`config.mk`:
```
export PLATFORM = sky130hd
export DESIGN_NAME = partial_sum_collector
export DESIGN_NICKNAME = d
export VERILOG_FILES = /design/src/rtl/partial_sum_collector_pkg.sv /design/src/rtl/psum_saturator.sv /design/src/rtl/partial_sum_collector.sv
export SDC_FILE = /design/constraint.sdc
export NUM_CORES = 1
export LEC_CHECK = 0
export BUFFER_PORTS_ARGS = -buffer_cell sky130_fd_sc_hd__buf_4
export CAP_MARGIN = 5
export CORE_ASPECT_RATIO = 0.9
export CORE_UTILIZATION = 40
export CTS_BUF_LIST = sky130_fd_sc_hd__clkbuf_8
export DETAILED_ROUTE_END_ITERATION = 10
export GPL_TIMING_DRIVEN = 0
export HOLD_SLACK_MARGIN = 0.08
export PLACE_DENSITY = 0.57
export SYNTH_ARGS = -nofsm -noshare
export SYNTH_HDL_FRONTEND = slang
export SYNTH_HIERARCHICAL = 1
export SYNTH_SLANG_ARGS = --single-unit
```
`constraint.sdc`:
```
create_clock -name clk -period 6.2 [get_ports clk]
set_input_delay 0.62 -clock clk [delete_from_list [all_inputs] [get_ports clk]]
set_output_delay 0.62 -clock clk [all_outputs]
set_load 0.02 [all_outputs]
```
`src/rtl/partial_sum_collector_pkg.sv`:
```
// rtl/partial_sum_collector_pkg.sv - shared state encoding, clog2 helper and saturation bounds
package partial_sum_collector_pkg;

   // Collector phases: gather partial sums, then serialize the lanes out
   typedef enum logic {
      COLLECT = 1'b0,
      DRAIN   = 1'b1
   } state_t;

   // Ceiling log2 for elaboration-time width calculations
   function automatic int pkg_clog2(input int value);
      int result;
      result = 0;
      for (int i = 0; i < 31; i++) begin
         if ((1 << i) < value) begin
            result = i + 1;
         end
      end
      return result;
   endfunction

   // Largest representable result, as a 64-bit two's complement constant
   function automatic logic [63:0] sat_max(input int rslt_width, input bit is_unsigned);
      if (is_unsigned) begin
         return (64'd1 << rslt_width) - 64'd1;
      end
      return (64'd1 << (rslt_width - 1)) - 64'd1;
   endfunction

   // Smallest representable result, as a 64-bit two's complement constant
   function automatic logic [63:0] sat_min(input int rslt_width, input bit is_unsigned);
      if (is_unsigned) begin
         return 64'd0;
      end
      return ~((64'd1 << (rslt_width - 1)) - 64'd1);
   endfunction

endpackage

```
`src/rtl/psum_saturator.sv`:
```
// rtl/psum_saturator.sv - clamps a wide accumulator value into the result width
module psum_saturator
   import partial_sum_collector_pkg::*;
#(
   parameter int ACC_WIDTH   = 32,
   parameter int RSLT_WIDTH  = 16,
   parameter int IS_UNSIGNED = 0
) (
   input  logic [ACC_WIDTH-1:0]  i_acc,
   output logic [RSLT_WIDTH-1:0] o_rslt
);

   localparam logic [ACC_WIDTH-1:0] C_MAX = ACC_WIDTH'(sat_max(RSLT_WIDTH, IS_UNSIGNED != 0));
   localparam logic [ACC_WIDTH-1:0] C_MIN = ACC_WIDTH'(sat_min(RSLT_WIDTH, IS_UNSIGNED != 0));

   logic w_over;
   logic w_under;

   // Range detection; unsigned accumulators can never go below zero
   always_comb begin
      w_over  = 1'b0;
      w_under = 1'b0;
      if (IS_UNSIGNED != 0) begin
         w_over = (i_acc > C_MAX);
      end else begin
         w_over  = ($signed(i_acc) > $signed(C_MAX));
         w_under = ($signed(i_acc) < $signed(C_MIN));
      end
   end

   // Select the clamped bound or pass the low bits through untouched
   always_comb begin
      o_rslt = i_acc[RSLT_WIDTH-1:0];
      if (w_over) begin
         o_rslt = C_MAX[RSLT_WIDTH-1:0];
      end else if (w_under) begin
         o_rslt = C_MIN[RSLT_WIDTH-1:0];
      end
   end

endmodule

```
`src/rtl/partial_sum_collector.sv`:
```
// rtl/partial_sum_collector.sv - multi-pass partial-sum accumulator with lane serializer
module partial_sum_collector
   import partial_sum_collector_pkg::*;
#(
   parameter int PE_NUMBER_I   = 1,
   parameter int BATCH_SIZE    = 1,
   parameter int RSLT_WIDTH    = 16,
   parameter int ACC_WIDTH     = 32,
   parameter int PASS_WIDTH    = 8,
   parameter int IS_UNSIGNED   = 0,
   parameter int LANE_ID_WIDTH = (pkg_clog2(PE_NUMBER_I * BATCH_SIZE) > 1) ?
                                 pkg_clog2(PE_NUMBER_I * BATCH_SIZE) : 1
) (
   input  logic                                          clk,
   input  logic                                          rst_n,
   input  logic [PASS_WIDTH-1:0]                         cfg_passes,
   input  logic [PE_NUMBER_I*BATCH_SIZE*RSLT_WIDTH-1:0]  s_axis_tdata,
   input  logic [PE_NUMBER_I*BATCH_SIZE-1:0]             s_axis_tvalid,
   output logic [PE_NUMBER_I*BATCH_SIZE-1:0]             s_axis_tready,
   input  logic [PE_NUMBER_I*BATCH_SIZE-1:0]             s_axis_tlast,
   output logic [RSLT_WIDTH-1:0]                         m_axis_tdata,
   output logic                                          m_axis_tvalid,
   input  logic                                          m_axis_tready,
   output logic                                          m_axis_tlast,
   output logic [LANE_ID_WIDTH-1:0]                      m_axis_tid,
   output logic                                          err_unalligned_data,
   output logic                                          busy
);

   localparam int N = PE_NUMBER_I * BATCH_SIZE;

   state_t                   r_state;
   logic [PASS_WIDTH-1:0]    r_pass_cnt;
   logic [PASS_WIDTH-1:0]    r_passes;
   logic [LANE_ID_WIDTH-1:0] r_lane_idx;
   logic [ACC_WIDTH-1:0]     r_acc [N];
   logic                     r_grp_last;
   logic                     r_err;

   logic                     w_all_valid;
   logic                     w_accept;
   logic                     w_first;
   logic                     w_group_end;
   logic                     w_misaligned;
   logic                     w_last_lane;
   logic                     w_draining;
   logic [PASS_WIDTH-1:0]    w_cfg_eff;
   logic [PASS_WIDTH-1:0]    w_passes;
   logic [ACC_WIDTH-1:0]     w_ext [N];
   logic [ACC_WIDTH-1:0]     w_acc_sel;
   logic [RSLT_WIDTH-1:0]    w_sat;

   // Widen each lane to accumulator width (sign- or zero-extended)
   for (genvar k = 0; k < N; k++) begin : g_ext
      logic [RSLT_WIDTH-1:0] w_lane;
      assign w_lane   = s_axis_tdata[k*RSLT_WIDTH +: RSLT_WIDTH];
      assign w_ext[k] = (IS_UNSIGNED != 0) ?
                        {{(ACC_WIDTH-RSLT_WIDTH){1'b0}}, w_lane} :
                        {{(ACC_WIDTH-RSLT_WIDTH){w_lane[RSLT_WIDTH-1]}}, w_lane};
   end

   // Lanes are joined: a beat is taken only when every lane offers one
   assign w_all_valid   = &s_axis_tvalid;
   assign w_draining    = (r_state == DRAIN);
   assign w_accept      = (r_state == COLLECT) && w_all_valid;
   assign s_axis_tready = {N{rst_n && (r_state == COLLECT) && w_all_valid}};

   // A zero pass count behaves as a single pass; the count is frozen after the first beat
   assign w_first      = (r_pass_cnt == '0);
   assign w_cfg_eff    = (cfg_passes == '0) ? PASS_WIDTH'(1) : cfg_passes;
   assign w_passes     = w_first ? w_cfg_eff : r_passes;
   assign w_group_end  = (r_pass_cnt == (w_passes - PASS_WIDTH'(1)));
   assign w_misaligned = (s_axis_tlast != '0) && (s_axis_tlast != '1);
   assign w_last_lane  = (r_lane_idx == LANE_ID_WIDTH'(N - 1));

   // Output side is decoded purely from state flops, so it is stable under backpressure
   assign w_acc_sel           = r_acc[r_lane_idx];
   assign m_axis_tvalid       = w_draining;
   assign m_axis_tdata        = w_draining ? w_sat : '0;
   assign m_axis_tid          = w_draining ? r_lane_idx : '0;
   assign m_axis_tlast        = w_draining && r_grp_last && w_last_lane;
   assign err_unalligned_data = r_err;
   assign busy                = w_draining || (r_pass_cnt != '0);

   psum_saturator #(
      .ACC_WIDTH   (ACC_WIDTH),
      .RSLT_WIDTH  (RSLT_WIDTH),
      .IS_UNSIGNED (IS_UNSIGNED)
   ) u_sat (
      .i_acc  (w_acc_sel),
      .o_rslt (w_sat)
   );

   // Load on the first beat of a group, otherwise add each lane's partial sum
   always_ff @(posedge clk or negedge rst_n) begin
      if (!rst_n) begin
         for (int k = 0; k < N; k++) begin
            r_acc[k] <= '0;
         end
      end else if (w_accept) begin
         for (int k = 0; k < N; k++) begin
            r_acc[k] <= w_first ? w_ext[k] : (r_acc[k] + w_ext[k]);
         end
      end
   end

   // Group sequencing: count passes while collecting, then walk the lanes out
   always_ff @(posedge clk or negedge rst_n) begin
      if (!rst_n) begin
         r_state    <= COLLECT;
         r_pass_cnt <= '0;
         r_passes   <= '0;
         r_lane_idx <= '0;
         r_grp_last <= 1'b0;
         r_err      <= 1'b0;
      end else begin
         case (r_state)
            COLLECT: begin
               if (w_accept) begin
                  r_grp_last <= s_axis_tlast[0];
                  if (w_first) begin
                     r_passes <= w_cfg_eff;
                  end
                  if (w_misaligned) begin
                     r_err <= 1'b1;
                  end
                  if (w_group_end) begin
                     r_pass_cnt <= '0;
                     r_state    <= DRAIN;
                  end else begin
                     r_pass_cnt <= r_pass_cnt + PASS_WIDTH'(1);
                  end
               end
            end
            DRAIN: begin
               if (m_axis_tready) begin
                  if (w_last_lane) begin
                     r_lane_idx <= '0;
                     r_state    <= COLLECT;
                  end else begin
                     r_lane_idx <= r_lane_idx + LANE_ID_WIDTH'(1);
                  end
               end
            end
         endcase
      end
   end

endmodule

```
# Yosys cells after proc, flatten, opt, wreduce, memory -nomap -nowiden

Cells that the tools add are included.

Bits in registers: 51
Input port bits: 29
Word-level logic and storage cells: 42

Add/sub/neg operators: 4
Order comparisons: 3
Reduce and logical (&&, ||, !) cells: 11
Mux-type cells: 15
Eq/ne operators: 1
Bitwise gates (word level): 2

Operator list:

| operator                                                                           | count |
|---|---|
| 32-bit 2-to-1 mux                                                                  | 2 |
| 16-bit 2-to-1 mux                                                                  | 3 |
| 32-bit adder                                                                       | 1 |
| 32-bit by 16-bit greater-than comparator with 1-bit output (second input constant) | 1 |
| 32-bit by 16-bit less-than comparator with 1-bit output (second input constant)    | 1 |
| 8-bit 2-to-1 mux                                                                   | 3 |
| 8-bit logical NOT                                                                  | 2 |
| 8-bit by 1-bit adder with 8-bit output (second input constant)                     | 1 |
| 8-bit equality test                                                                | 1 |
| 8-bit nonzero test                                                                 | 1 |
| 8-bit by 1-bit subtractor with 8-bit output (second input constant)                | 1 |
| 1-bit 2-to-1 mux                                                                   | 6 |
| 1-bit logical AND                                                                  | 5 |
| 2-bit AND reduction                                                                | 2 |
| 1-bit NOT                                                                          | 2 |
| 1-bit one-hot mux with 2 select lines                                              | 1 |
| 1-bit adder (second input constant)                                                | 1 |
| 1-bit logical OR                                                                   | 1 |
| 1-bit less-than comparator (second input constant)                                 | 1 |

# Logic depth before layout (Yosys ltp)

Depth in word-level cells: 8
Gate-level depth with buffers: 13
Mapped depth without buffers: 12

# By module

The synthesis kept the hierarchy.

Modules (own cells, without submodules):

| module                | cells each | instances | area each (µm²) |
|---|---|---|---|
| partial_sum_collector | 571        | 1         | 4513.1 |
| psum_saturator        | 28         | 1         | 231.5 |

# Worst setup path before layout

Ideal clock, no wire load.

Path type: register to register
Start point: register r_pass_cnt[0]
End point: register r_pass_cnt[3]
Slack: 2.933 ns
Stages on the path, launching flop included: 14
Arrival: 3.130 ns
Buffers on the path: 1
Setup time: 0.137 ns
Data required time: 6.063 ns
Cell sequence: dfrtp_1 inv_1 ha_1 nor3b_1 nand2_1 clkbuf_1 mux2i_1 ha_1 a21boi_1 mux2i_1 o32a_1 a2111oi_4 and2_4 a211oi_1

Cells in the longest elaborated chain, start to end: 5

Ends and longest elaborated chain:

| what                                        | RTL line                     | text |
|---|---|---|
| from (decl)                                 | partial_sum_collector.sv:33  | `logic [PASS_WIDTH-1:0] r_pass_cnt;` |
| from (signal assigned)                      | partial_sum_collector.sv:131 | `r_pass_cnt <= r_pass_cnt + PASS_WIDTH'(1);` |
| 8-bit logical NOT                           | partial_sum_collector.sv:69  | `assign w_first = (r_pass_cnt == '0);` |
| 8-bit 2-to-1 mux                            | -                            |  |
| 8-bit by 1-bit subtractor with 8-bit output | partial_sum_collector.sv:72  | `assign w_group_end = (r_pass_cnt == (w_passes - PASS_WIDTH'(1)));` |
| 8-bit equality test                         | partial_sum_collector.sv:72  |  |
| 8-bit 2-to-1 mux (*)                        | partial_sum_collector.sv:127 | `if (w_group_end) begin` |

Every way passes the cells marked *; elsewhere a longest branch is shown, timed or not.
A chain may end at the register's enable or synchronous reset.

# Worst setup path after layout

Ends and elaborated chain as after synthesis.

==> results.yml <==
detailed_routing:
  routed-via-count: 4700
  dr.pass1.iters: 5
  final_antenna_net_count: 0
  viasPerCell: 5.79
  drtIter0Drc: 399
  routed_wl_um: 14600
  wl_per_cell_um: 17.9
  remaining_drc_errors: 0
cts:
  cts_setup_buffers: 0
  h-tree-depth: 2
  holdBufCountCts: 0
  cts_buffers: 5
  cts.clk_slew.worst_paths_ns: 0.10
  cts_root_buf: "clkbuf_8"
  cts_sinks: 50
  cts_resized: 0
  cts_buffer_depth: 2
  clkLatencyLatePin_ns: 0.32
  cts_tree: "done"
sta:
  fin_setup_tns_ns: 0
  period_share_pct: 68.3
  post-route-min-period_ns: 4.23
  max_freq_mhz: 236
  finClkSkew_ns: 0.00746
  final_hold_viol_count: 0
  worst_pin_slew_ns: 0.784
  maxSlewViolCount: 0
  fin_hold_ws_ns: 0.346
  setup_viol: 0
  max_slew_margin_pct: 47.0
  rsz0062_at_grt: "false"
power_and_ir_drop:
  total_power_mw: 2.24
  ir_drop_uv: 167
  pwr_density_cell_nw_per_um2: 411
  leakage_nw: 2.53
die:
  num_rows: 37
  die_y_um: 105
  ios: 51
  initial_utilization_pct: 41.3
  die_width_um: 117
  coreArea_um2: 11500
  dieArea_um2: 12300
synthesis:
  async_reset_ff_share_pct: 100
  synth_edf_count: 0
  synth_flop_cell: "dfrtp_1"
  synthDistinctLibCells: 62
  synth_area_leader_cell: "dfrtp_1"
  syn_area_per_cell_um2: 7.92
  ys_ff_latch: 50
  synth_top_area_share_pct: 26.4
  yosysSeqAreaShare_pct: 26.4
  syn_area_um2: 4740
  synth_warnings: 6
  syn_inst: 599
  synth_top_cells_by_area: "dfrtp_1 26%, ha_1 9.0%, a21oi_1 5.5%"
critical_path:
  start_kind: "register"
  endpoint_kind: "register"
  critPathMaxFanout: 10
  crit_required_ns: 6.38
  path_class: "register to register"
  critPathArrivalTime_ns: 4.42
grt:
  antenna_found_initial: 0
  grt_max_degree: 52
  grt_pass1_vias: 4388
  grt_first_pass_wirelength_um: 23000
  overflow: 0
  grtUsageTotal_pct: 24.4
final_layout:
  nFillCells: 1174
  fin_util_pct: 47.4
  syn_to_final_growth_pct: 14.8
  final_layout_size_suffix_gt1_share_pct: 12.2
  antenna_cells: 0
  final_nets: 719
run_status:
  status: "finished clean"
worst_hold_path:
  worst_hold_path_type: "input port to async pin"
placement:
  gp_congestion: 0.886
  io_buffers: 48
  dp_hpwl_um: 10600
job:
  maxCapViolations: 0
==> area by class of cell <==
type	instances	area, um2	share of cell area (%)
Timing Repair Buffer	48	360	6.62
Clock buffer	6	82.6	1.52
Multi-Input combinational cell	500	3280	60.3
Sequential cell	50	1250	23.0
Clock inverter	2	60.1	1.10
Buffer	36	161	2.96
Tap cell	156	195	3.58
Inverter	14	52.6	0.965
==> cells in the mapped netlist (all sizes together), types with 6 or more instances <==
cell and count:
nand2 64, mux2i 13, buf 9, nor2b 7, o21bai 6, xnor2 17
a31oi 16, nand4 11, and3 15, o21ai 39, xor2 7, nand2b 7
a21oi 52, and2 25, dfrtp 50, nand3 13, clkbuf 27, nor2 43
o31ai 7, nor3 18, inv 14, ha 34, a211oi 10, a21o 32
nor4 8
==> registers in the layout, summed over array words and instances (netlist names) <==
name           flops
m_axis_tvalid      1
r_passes           8
r_pass_cnt         8
r_acc             32
r_grp_last         1
==> final timing paths <==
| kind | depth (start not counted) | startpoint | slack (ns) | endpoint |
|---|---|---|---|---|
| max in group asynchronous | 1 | rst_n | 5.38 | r_passes[2] |
| min in group clk | 2 | r_grp_last | 0.49 | r_grp_last |
| worst min-delay path | 1 | rst_n | 0.35 | r_acc[21] |
| worst max-delay path | 13 | r_pass_cnt[0] | 1.97 | r_pass_cnt[3] |
| worst min register to register | 2 | r_grp_last | 0.49 | r_grp_last |
| worst max register to register | 13 | r_pass_cnt[0] | 1.97 | r_pass_cnt[3] |
==> cell usage in the layout, fill, tap and decap left out, types with 3 or more instances in the layout <==
cell type  instances
and3_1            15
a21oi_1           52
a21o_1            27
clkbuf_8           6
or3_1              5
xor2_1             7
o21a_1             5
buf_4             50
ha_1              34
o21ai_0           39
a21o_2             5
nor3_1            18
nor2b_1            7
mux2_2             5
o21bai_1           6
xnor2_1           17
nand2b_1           7
and2_1            24
inv_1             14
nand4_1           10
dfrtp_1           50
o31ai_1            7
mux2i_1           13
buf_2              3
clkbuf_1          27
a31oi_1           16
nand3_1           13
o211ai_1           3
nand2_1           64
nor4_1             7
nor2_1            43
or4_1              3
a211oi_1          10
==> layer usage <==
metal  GRT usage (%)  vias up  part of all wire (%)
met1            36.0     2228                    50
met5               0        -                     0
met4            7.14        0                   1.2
met2            36.7      148                    44
met3            3.28       14                   5.0
li1                -     2310                     -
==> kinds of logic after synthesis <==
kind of cell             synth area share, %
flip-flops                              26.4
XOR/XNOR                                4.43
multiplexers                            3.93
other                                 0.0790
buffers and inverters                   4.51
adder cells (fa/ha/maj)                 9.39
AO/OA/AOI/OAI                           27.4
AND/OR/NAND/NOR                         23.9
==> through the flow <==
| stage | worst slack [ns] | std cells | area, um2 |
|---|---|---|---|
| final | 1.97 | 812 | 5450 |
| after CTS | 2.04 | 812 | 5450 |
| after detailed placement | 2.08 | 804 | 5300 |
| after floorplan | 2.93 | 600 | 4750 |
| after global routing | 1.74 | 812 | 5450 |
| after global placement | 2.03 | 804 | 5300 |
==> worst max-delay path, cell delays in order (launching register included) <==
cell	delay, ns
dfrtp_1	0.47
inv_1	0.09
ha_1	0.17
nor3b_1	0.62
nand2_1	0.45
clkbuf_1	0.37
mux2i_1	0.28
ha_1	0.26
a21boi_1	0.17
mux2i_1	0.09
o32a_1	0.33
a2111oi_4	0.47
and2_4	0.26
a211oi_1	0.06
==> report_power, final <==
| part | leakage, nW | internal, mW | switching, mW |
|---|---|---|---|
| registers | 0.610 | 0.441 | 0.119 |
| logic | 1.84 | 0.607 | 0.773 |
| clock network | 0.0714 | 0.172 | 0.126 |
(Power assumes the default switching activity.)
